[src/rtl/aux_memory_writer.sv]
// Purpose: host write requests -> small FIFO -> tri_port_memory write port, plus whole-memory clear.
// Latency: 2 clocks from request acceptance to memory_wr_out; a clear issues 2**AUX_ADDRESS_WIDTH writes.
// Backpressure: req_ready_out drops when the FIFO is full. Optional macro VBLANK_GATE_EN limits writes to blanking.

// Request FIFO: circular buffer with registered occupancy and ready.
module aux_memory_writer_fifo #(
  parameter int WIDTH      = 21,
  parameter int DEPTH      = 4,
  parameter int DEPTH_BITS = 2
) (
  input  logic                  clk,
  input  logic                  rst,
  input  logic                  push,
  input  logic [WIDTH-1:0]      push_data,
  input  logic                  pop,
  output logic [WIDTH-1:0]      head_data,
  output logic [DEPTH_BITS:0]   count,
  output logic [DEPTH_BITS:0]   next_count,
  output logic                  ready
);

  logic [WIDTH-1:0]      store [DEPTH];
  logic [DEPTH_BITS-1:0] wr_ptr;
  logic [DEPTH_BITS-1:0] rd_ptr;
  logic                  push_ok;
  logic                  pop_ok;

  // ready already reflects a full FIFO, so a push while full is simply dropped
  assign push_ok   = push && ready;
  assign pop_ok    = pop && (count != '0);
  assign head_data = store[rd_ptr];

  // Occupancy after this edge; simultaneous push and pop cancel out
  always_comb begin
    next_count = count;
    case ({push_ok, pop_ok})
      2'b10:   next_count = count + 1'b1;
      2'b01:   next_count = count - 1'b1;
      default: next_count = count;
    endcase
  end

  // Pointer, occupancy and ready registers; DEPTH is a power of 2 so full is the MSB of count
  always_ff @(posedge clk) begin
    if (rst) begin
      wr_ptr <= '0;
      rd_ptr <= '0;
      count  <= '0;
      ready  <= 1'b1;
    end else begin
      if (push_ok) wr_ptr <= wr_ptr + 1'b1;
      if (pop_ok)  rd_ptr <= rd_ptr + 1'b1;
      count <= next_count;
      ready <= ~next_count[DEPTH_BITS];
    end
  end

  // Payload storage; contents need no reset because the pointers define validity
  always_ff @(posedge clk) begin
    if (push_ok) store[wr_ptr] <= push_data;
  end

endmodule

module aux_memory_writer #(
  parameter int DATA_WIDTH        = 16,
  parameter int AUX_ADDRESS_WIDTH = 5,
  parameter int FIFO_DEPTH        = 4,
  parameter int FIFO_DEPTH_BITS   = 2
) (
  input  logic                         clock_in,
  input  logic                         reset_in,
  input  logic                         req_valid_in,
  input  logic [AUX_ADDRESS_WIDTH-1:0] req_address_in,
  input  logic [DATA_WIDTH-1:0]        req_data_in,
  output logic                         req_ready_out,
  input  logic                         clear_in,
  input  logic [DATA_WIDTH-1:0]        clear_data_in,
  input  logic                         display_on_in,
  output logic                         memory_wr_out,
  output logic [AUX_ADDRESS_WIDTH-1:0] write_address_out,
  output logic [DATA_WIDTH-1:0]        data_out,
  output logic                         busy_out,
  output logic [FIFO_DEPTH_BITS:0]     fifo_count_out
);

  typedef struct packed {
    logic [AUX_ADDRESS_WIDTH-1:0] addr;
    logic [DATA_WIDTH-1:0]        data;
  } req_t;

  typedef enum logic {IDLE, CLEAR} state_t;

  state_t                       state_q, state_nxt;
  logic                         clr_pend_q, clr_pend_nxt;
  logic [DATA_WIDTH-1:0]        clr_val_q, clr_val_nxt;
  // One extra bit so the count reaching 2**AUX_ADDRESS_WIDTH marks the end unambiguously
  logic [AUX_ADDRESS_WIDTH:0]   clr_cnt_q, clr_cnt_nxt;
  logic                         wr_q, wr_nxt;
  logic [AUX_ADDRESS_WIDTH-1:0] addr_q, addr_nxt;
  logic [DATA_WIDTH-1:0]        data_q, data_nxt;
  logic                         busy_q;
  logic                         pop;
  logic                         write_ok;
  req_t                         req_in;
  req_t                         head;
  logic [FIFO_DEPTH_BITS:0]     count;
  logic [FIFO_DEPTH_BITS:0]     next_count;

`ifdef VBLANK_GATE_EN
  logic disp_q;

  // Registered display_on; writes only happen while the frame_generator is in blanking
  always_ff @(posedge clock_in) begin
    if (reset_in) disp_q <= 1'b0;
    else          disp_q <= display_on_in;
  end

  assign write_ok = ~disp_q;
`else
  logic unused_display_on;
  assign unused_display_on = display_on_in;
  assign write_ok          = 1'b1;
`endif

  assign req_in.addr = req_address_in;
  assign req_in.data = req_data_in;

  aux_memory_writer_fifo #(
    .WIDTH      ($bits(req_t)),
    .DEPTH      (FIFO_DEPTH),
    .DEPTH_BITS (FIFO_DEPTH_BITS)
  ) u_fifo (
    .clk        (clock_in),
    .rst        (reset_in),
    .push       (req_valid_in),
    .push_data  (req_in),
    .pop        (pop),
    .head_data  (head),
    .count      (count),
    .next_count (next_count),
    .ready      (req_ready_out)
  );

  // Next state and next registered write-port values; clear beats the drain once latched
  always_comb begin
    state_nxt    = state_q;
    clr_pend_nxt = clr_pend_q;
    clr_val_nxt  = clr_val_q;
    clr_cnt_nxt  = clr_cnt_q;
    wr_nxt       = 1'b0;
    addr_nxt     = addr_q;
    data_nxt     = data_q;
    pop          = 1'b0;

    // A clear is only captured in IDLE with none pending, so pulses during a clear are ignored
    if ((state_q == IDLE) && !clr_pend_q && clear_in) begin
      clr_pend_nxt = 1'b1;
      clr_val_nxt  = clear_data_in;
    end

    case (state_q)
      IDLE: begin
        if (clr_pend_q) begin
          state_nxt    = CLEAR;
          clr_pend_nxt = 1'b0;
          clr_cnt_nxt  = '0;
        end else if ((count != '0) && write_ok) begin
          pop      = 1'b1;
          wr_nxt   = 1'b1;
          addr_nxt = head.addr;
          data_nxt = head.data;
        end
      end
      CLEAR: begin
        if (write_ok) begin
          wr_nxt      = 1'b1;
          addr_nxt    = clr_cnt_q[AUX_ADDRESS_WIDTH-1:0];
          data_nxt    = clr_val_q;
          clr_cnt_nxt = clr_cnt_q + 1'b1;
          if (clr_cnt_nxt[AUX_ADDRESS_WIDTH]) state_nxt = IDLE;
        end
      end
      default: state_nxt = IDLE;
    endcase
  end

  // State and output registers; reset abandons any clear or drain in progress
  always_ff @(posedge clock_in) begin
    if (reset_in) begin
      state_q    <= IDLE;
      clr_pend_q <= 1'b0;
      clr_val_q  <= '0;
      clr_cnt_q  <= '0;
      wr_q       <= 1'b0;
      addr_q     <= '0;
      data_q     <= '0;
      busy_q     <= 1'b0;
    end else begin
      state_q    <= state_nxt;
      clr_pend_q <= clr_pend_nxt;
      clr_val_q  <= clr_val_nxt;
      clr_cnt_q  <= clr_cnt_nxt;
      wr_q       <= wr_nxt;
      addr_q     <= addr_nxt;
      data_q     <= data_nxt;
      busy_q     <= (state_nxt == CLEAR) || clr_pend_nxt || (next_count != '0) || wr_nxt;
    end
  end

  assign memory_wr_out     = wr_q;
  assign write_address_out = addr_q;
  assign data_out          = data_q;
  assign busy_out          = busy_q;
  assign fifo_count_out    = count;

endmodule

[config.mk]
export PLATFORM = sky130hd
export DESIGN_NAME = aux_memory_writer
export DESIGN_NICKNAME = d
export VERILOG_FILES = /design/src/rtl/aux_memory_writer.sv
export SDC_FILE = /design/constraint.sdc
export NUM_CORES = 1
export LEC_CHECK = 0
export CELL_PAD_IN_SITES_DETAIL_PLACEMENT = 1
export CELL_PAD_IN_SITES_GLOBAL_PLACEMENT = 1
export CORE_AREA = 5 5 126 116
export DETAILED_ROUTE_END_ITERATION = 10
export DIE_AREA = 0 0 131 121
export PLACE_DENSITY_LB_ADDON = 0.1
export REMOVE_ABC_BUFFERS = 1
export SYNTH_ARGS = -nofsm -noshare
export SYNTH_HDL_FRONTEND = slang
export SYNTH_SLANG_ARGS = --single-unit
[constraint.sdc]
create_clock -name clock_in -period 2.3 [get_ports clock_in]
set_input_delay 0.345 -clock clock_in [delete_from_list [all_inputs] [get_ports clock_in]]
set_output_delay 0.345 -clock clock_in [all_outputs]
set_load 0.03 [all_outputs]
==> metrics <==
outcome finished, final reports clean; die width 131 um; final hold slack 241 ps; CTS tree built; Layout area overhead 29.6%; Startpoint Class flop; post-CTS setup buffer count 0; CTS Buf Count 17; Comb pwr share 30.7%; Setup-failing EPs final 0; Seq. cell area 0.00366 mm2; multi-input logic area 0.00148 mm2; Pwr Density 1250 mW/mm2; clock slew at reported path FFs 60 ps; Post-synth EDFFs 84; final antenna-violating net count 0; Clock power frac 29.6%; cells along the critical path or3_4 -> and2_4 -> ha_1 -> or3b_2 -> o21ai_2 -> a31oi_1 -> or3b_1; row count 40; final hold violations 0; area share of the largest cell type after synthesis 47.9%; first-pass GRT wire length 19.9 mm; Pins Over Slew Limit 0; final worst-path cycle share 96.4%; synth top area cells edfxtp_1, dfxtp_1, mux4_2; final wirelength 12.6 mm; die height 121 um; DRT iter0 DRCs 277; gr ovfl total 0; CTS Buffer Depth 2; Routability Congestion 0.743; Initial Util 40.2%; max-cap viol count 0; drt wl/cell 20.0 um; R2R depth 7; worst vdd rail ir drop 0.000701 V; slowest stage cell, crit path or3b_2; CP max FO 2; FF-to-FF End busy_out$_SDFF_PP0_; Vias/cell 5.36; DRC 0; #FFs+latches synth 141; Crit Path Class flop to flop; post-synthesis async set-or-reset flop share 0%; placed cells 597; vias in the first global route 3,565; Clock Tree Root clkbuf_16; largest net degree at the start of global routing 31; startpoint of the worst hold path reset_in; Post-CTS Resized 0; Port Buf Inserts 67; Avg Inst Size Synth 14.7 um2; slowest stage delay, CP 450 ps; Max Freq 451 MHz; htree depth 4; initial antenna violation count 0; die footprint 0.0159 mm2; Post-DP Area 0.00628 mm2; IO Pins 69; Crit path required time 2600 ps; Reg2Reg Setup Slack 80 ps; vias 3,373; Rel. slew slack 43.9%; mux cell area share after synthesis 8.97%; Finished Layout Cells 629; post-synthesis compound-gate area fraction 7.74%; Cell Area, Synth 0.00527 mm2; antenna cells 0; core area 0.0131 mm2; Data arrival, critical path 2510 ps; Syn Inst Count 359; skew final 7.05 ps; post-synthesis adder-cell area fraction 1.80%; static leakage 2.37 nW; router iterations before antenna repair 6; Yosys top cell by area edfxtp_1; switch share 31.3%; # fillers 1,310; hold_buf cts 0; HP Class primary input to flop; gr usage total 17.0%; Post-Synth XOR/XNOR Area 0.997%; launching point of the worst reg2reg path u_fifo.count[1]$_SDFF_PP0_; most used flip-flop cell after synthesis edfxtp_1; Final #Nets 497; post-layout min period 2220 ps; sequential area share after synthesis 69.5%; largest family of logic cells by synthesized area multiplexers; clk_lat worst skew 420 ps; Ys Warns 0; Distinct cells, synth 35; total chip power 8.53 mW; HPWL Detailed 7.62 mm; Critical Path End Type flop; RSZ-0062 raised after global routing no; part of the power in registers 39.6%; TritonCTS Sinks 141; final instance area 0.00683 mm2; Worst Tran Pin Value 839 ps; Hold Crit Depth 2; Int Power 5.86 mW; layout cells sized above 1 17.8%; Psw 2.67 mW; Synth Area in Simple Gates 8.40%
-- registers in the layout, summed over array words and instances, names as in the netlist, named ones only --
name               count
memory_wr_out          1
u_fifo.wr_ptr          2
u_fifo.count           3
u_fifo.store          84
state_q                1
clr_val_q             16
u_fifo.rd_ptr          2
write_address_out      5
clr_pend_q             1
busy_out               1
u_fifo.ready           1
data_out              16
clr_cnt_q              6
-- metrics by stage --
| stage | setup TNS, ps | setup WS [ps] | utilization (%) |
|---|---|---|---|
| CTS | 0 | 55.9 | 52.1 |
| floorplan | -900 | -428 | - |
| finish | 0 | 83.4 | 52.1 |
| global route | 0 | 19.1 | 52.1 |
| global placement | -75.4 | -75.4 | 47.9 |
| detailed placement | -120 | -120 | 47.9 |
-- power by group through the flow --
stage,clock network [mW],registers [mW],logic (mW)
after global routing,2.70,3.43,2.83
after detailed placement,0,3.44,2.64
after floorplan,0,3.83,1.04
after global placement,0,3.42,2.60
final,2.53,3.38,2.62
after CTS,2.59,3.39,2.66
-- cell type report --
class	count	share of cell area [%]
clock buffer	22	6.65
clock inverter	10	1.34
inverter	9	0.495
multi-input combinational	189	21.6
sequential	141	53.7
tap	168	3.08
timing repair buffer	90	13.2
-- synthesized netlist by cell type (2+ instances only) --
| master | number |
|---|---|
| a222oi_1 | 20 |
| and3_1 | 7 |
| clkbuf_1 | 12 |
| nand3_1 | 5 |
| xor2_1 | 3 |
| nor2_1 | 36 |
| a31oi_1 | 2 |
| o21ai_0 | 5 |
| buf_6 | 3 |
| a21oi_1 | 25 |
| edfxtp_1 | 84 |
| dfxtp_1 | 57 |
| xnor2_1 | 3 |
| nand2_1 | 38 |
| mux4_2 | 21 |
| or3_1 | 4 |
| inv_2 | 2 |
| buf_2 | 4 |
| ha_1 | 6 |
| inv_1 | 7 |
-- cells by family after synthesis --
logic type               Yosys count
XOR/XNOR                           6
AO/OA/AOI/OAI                     57
adder cells (fa/ha/maj)            7
multiplexers                      21
AND/OR/NAND/NOR                   98
flip-flops                       141
buffers and inverters             29
-- worst max-delay path by stage --
stage                                          start                   to  cells after the start
after floorplan                   state_q$_SDFF_PP0_  busy_out$_SDFF_PP0_                      7
after global placement                  req_valid_in  busy_out$_SDFF_PP0_                      9
after detailed placement                req_valid_in  busy_out$_SDFF_PP0_                      9
after CTS                 u_fifo.count[1]$_SDFF_PP0_  busy_out$_SDFF_PP0_                      7
after global routing      u_fifo.count[1]$_SDFF_PP0_  busy_out$_SDFF_PP0_                      7
final                     u_fifo.count[1]$_SDFF_PP0_  busy_out$_SDFF_PP0_                      7
-- metal layers --
layer | global-route usage (%) | wire length [um] | up-vias
li1 | - | - | 1544
met1 | 22.7 | 5760 | 1736
met2 | 26.1 | 6110 | 78
met3 | 5.24 | 549 | 15
met4 | 5.66 | 179 | 0
met5 | 0 | 0 | -
-- critical path: cells and delay by family, from the launching register on --
kind | cells | cell delay (ps)
DFF | 1 | 310
adders and majority gates | 1 | 290
AOI/OAI and AO/OA | 2 | 160
and+or+nand+nor | 4 | 1340
-- cells in the final DEF, fill, tap and decap left out, types with 17 or more instances in the layout --
cell type and instances:
nand2_1 38, a21oi_1 25, dfxtp_1 56, clkdlybuf4s50_1 66, clkbuf_16 17, buf_4 18
mux4_2 21, a222oi_1 20, nor2_1 36, edfxtp_1 84
Note: power is estimated with default switching activity, not from simulation.
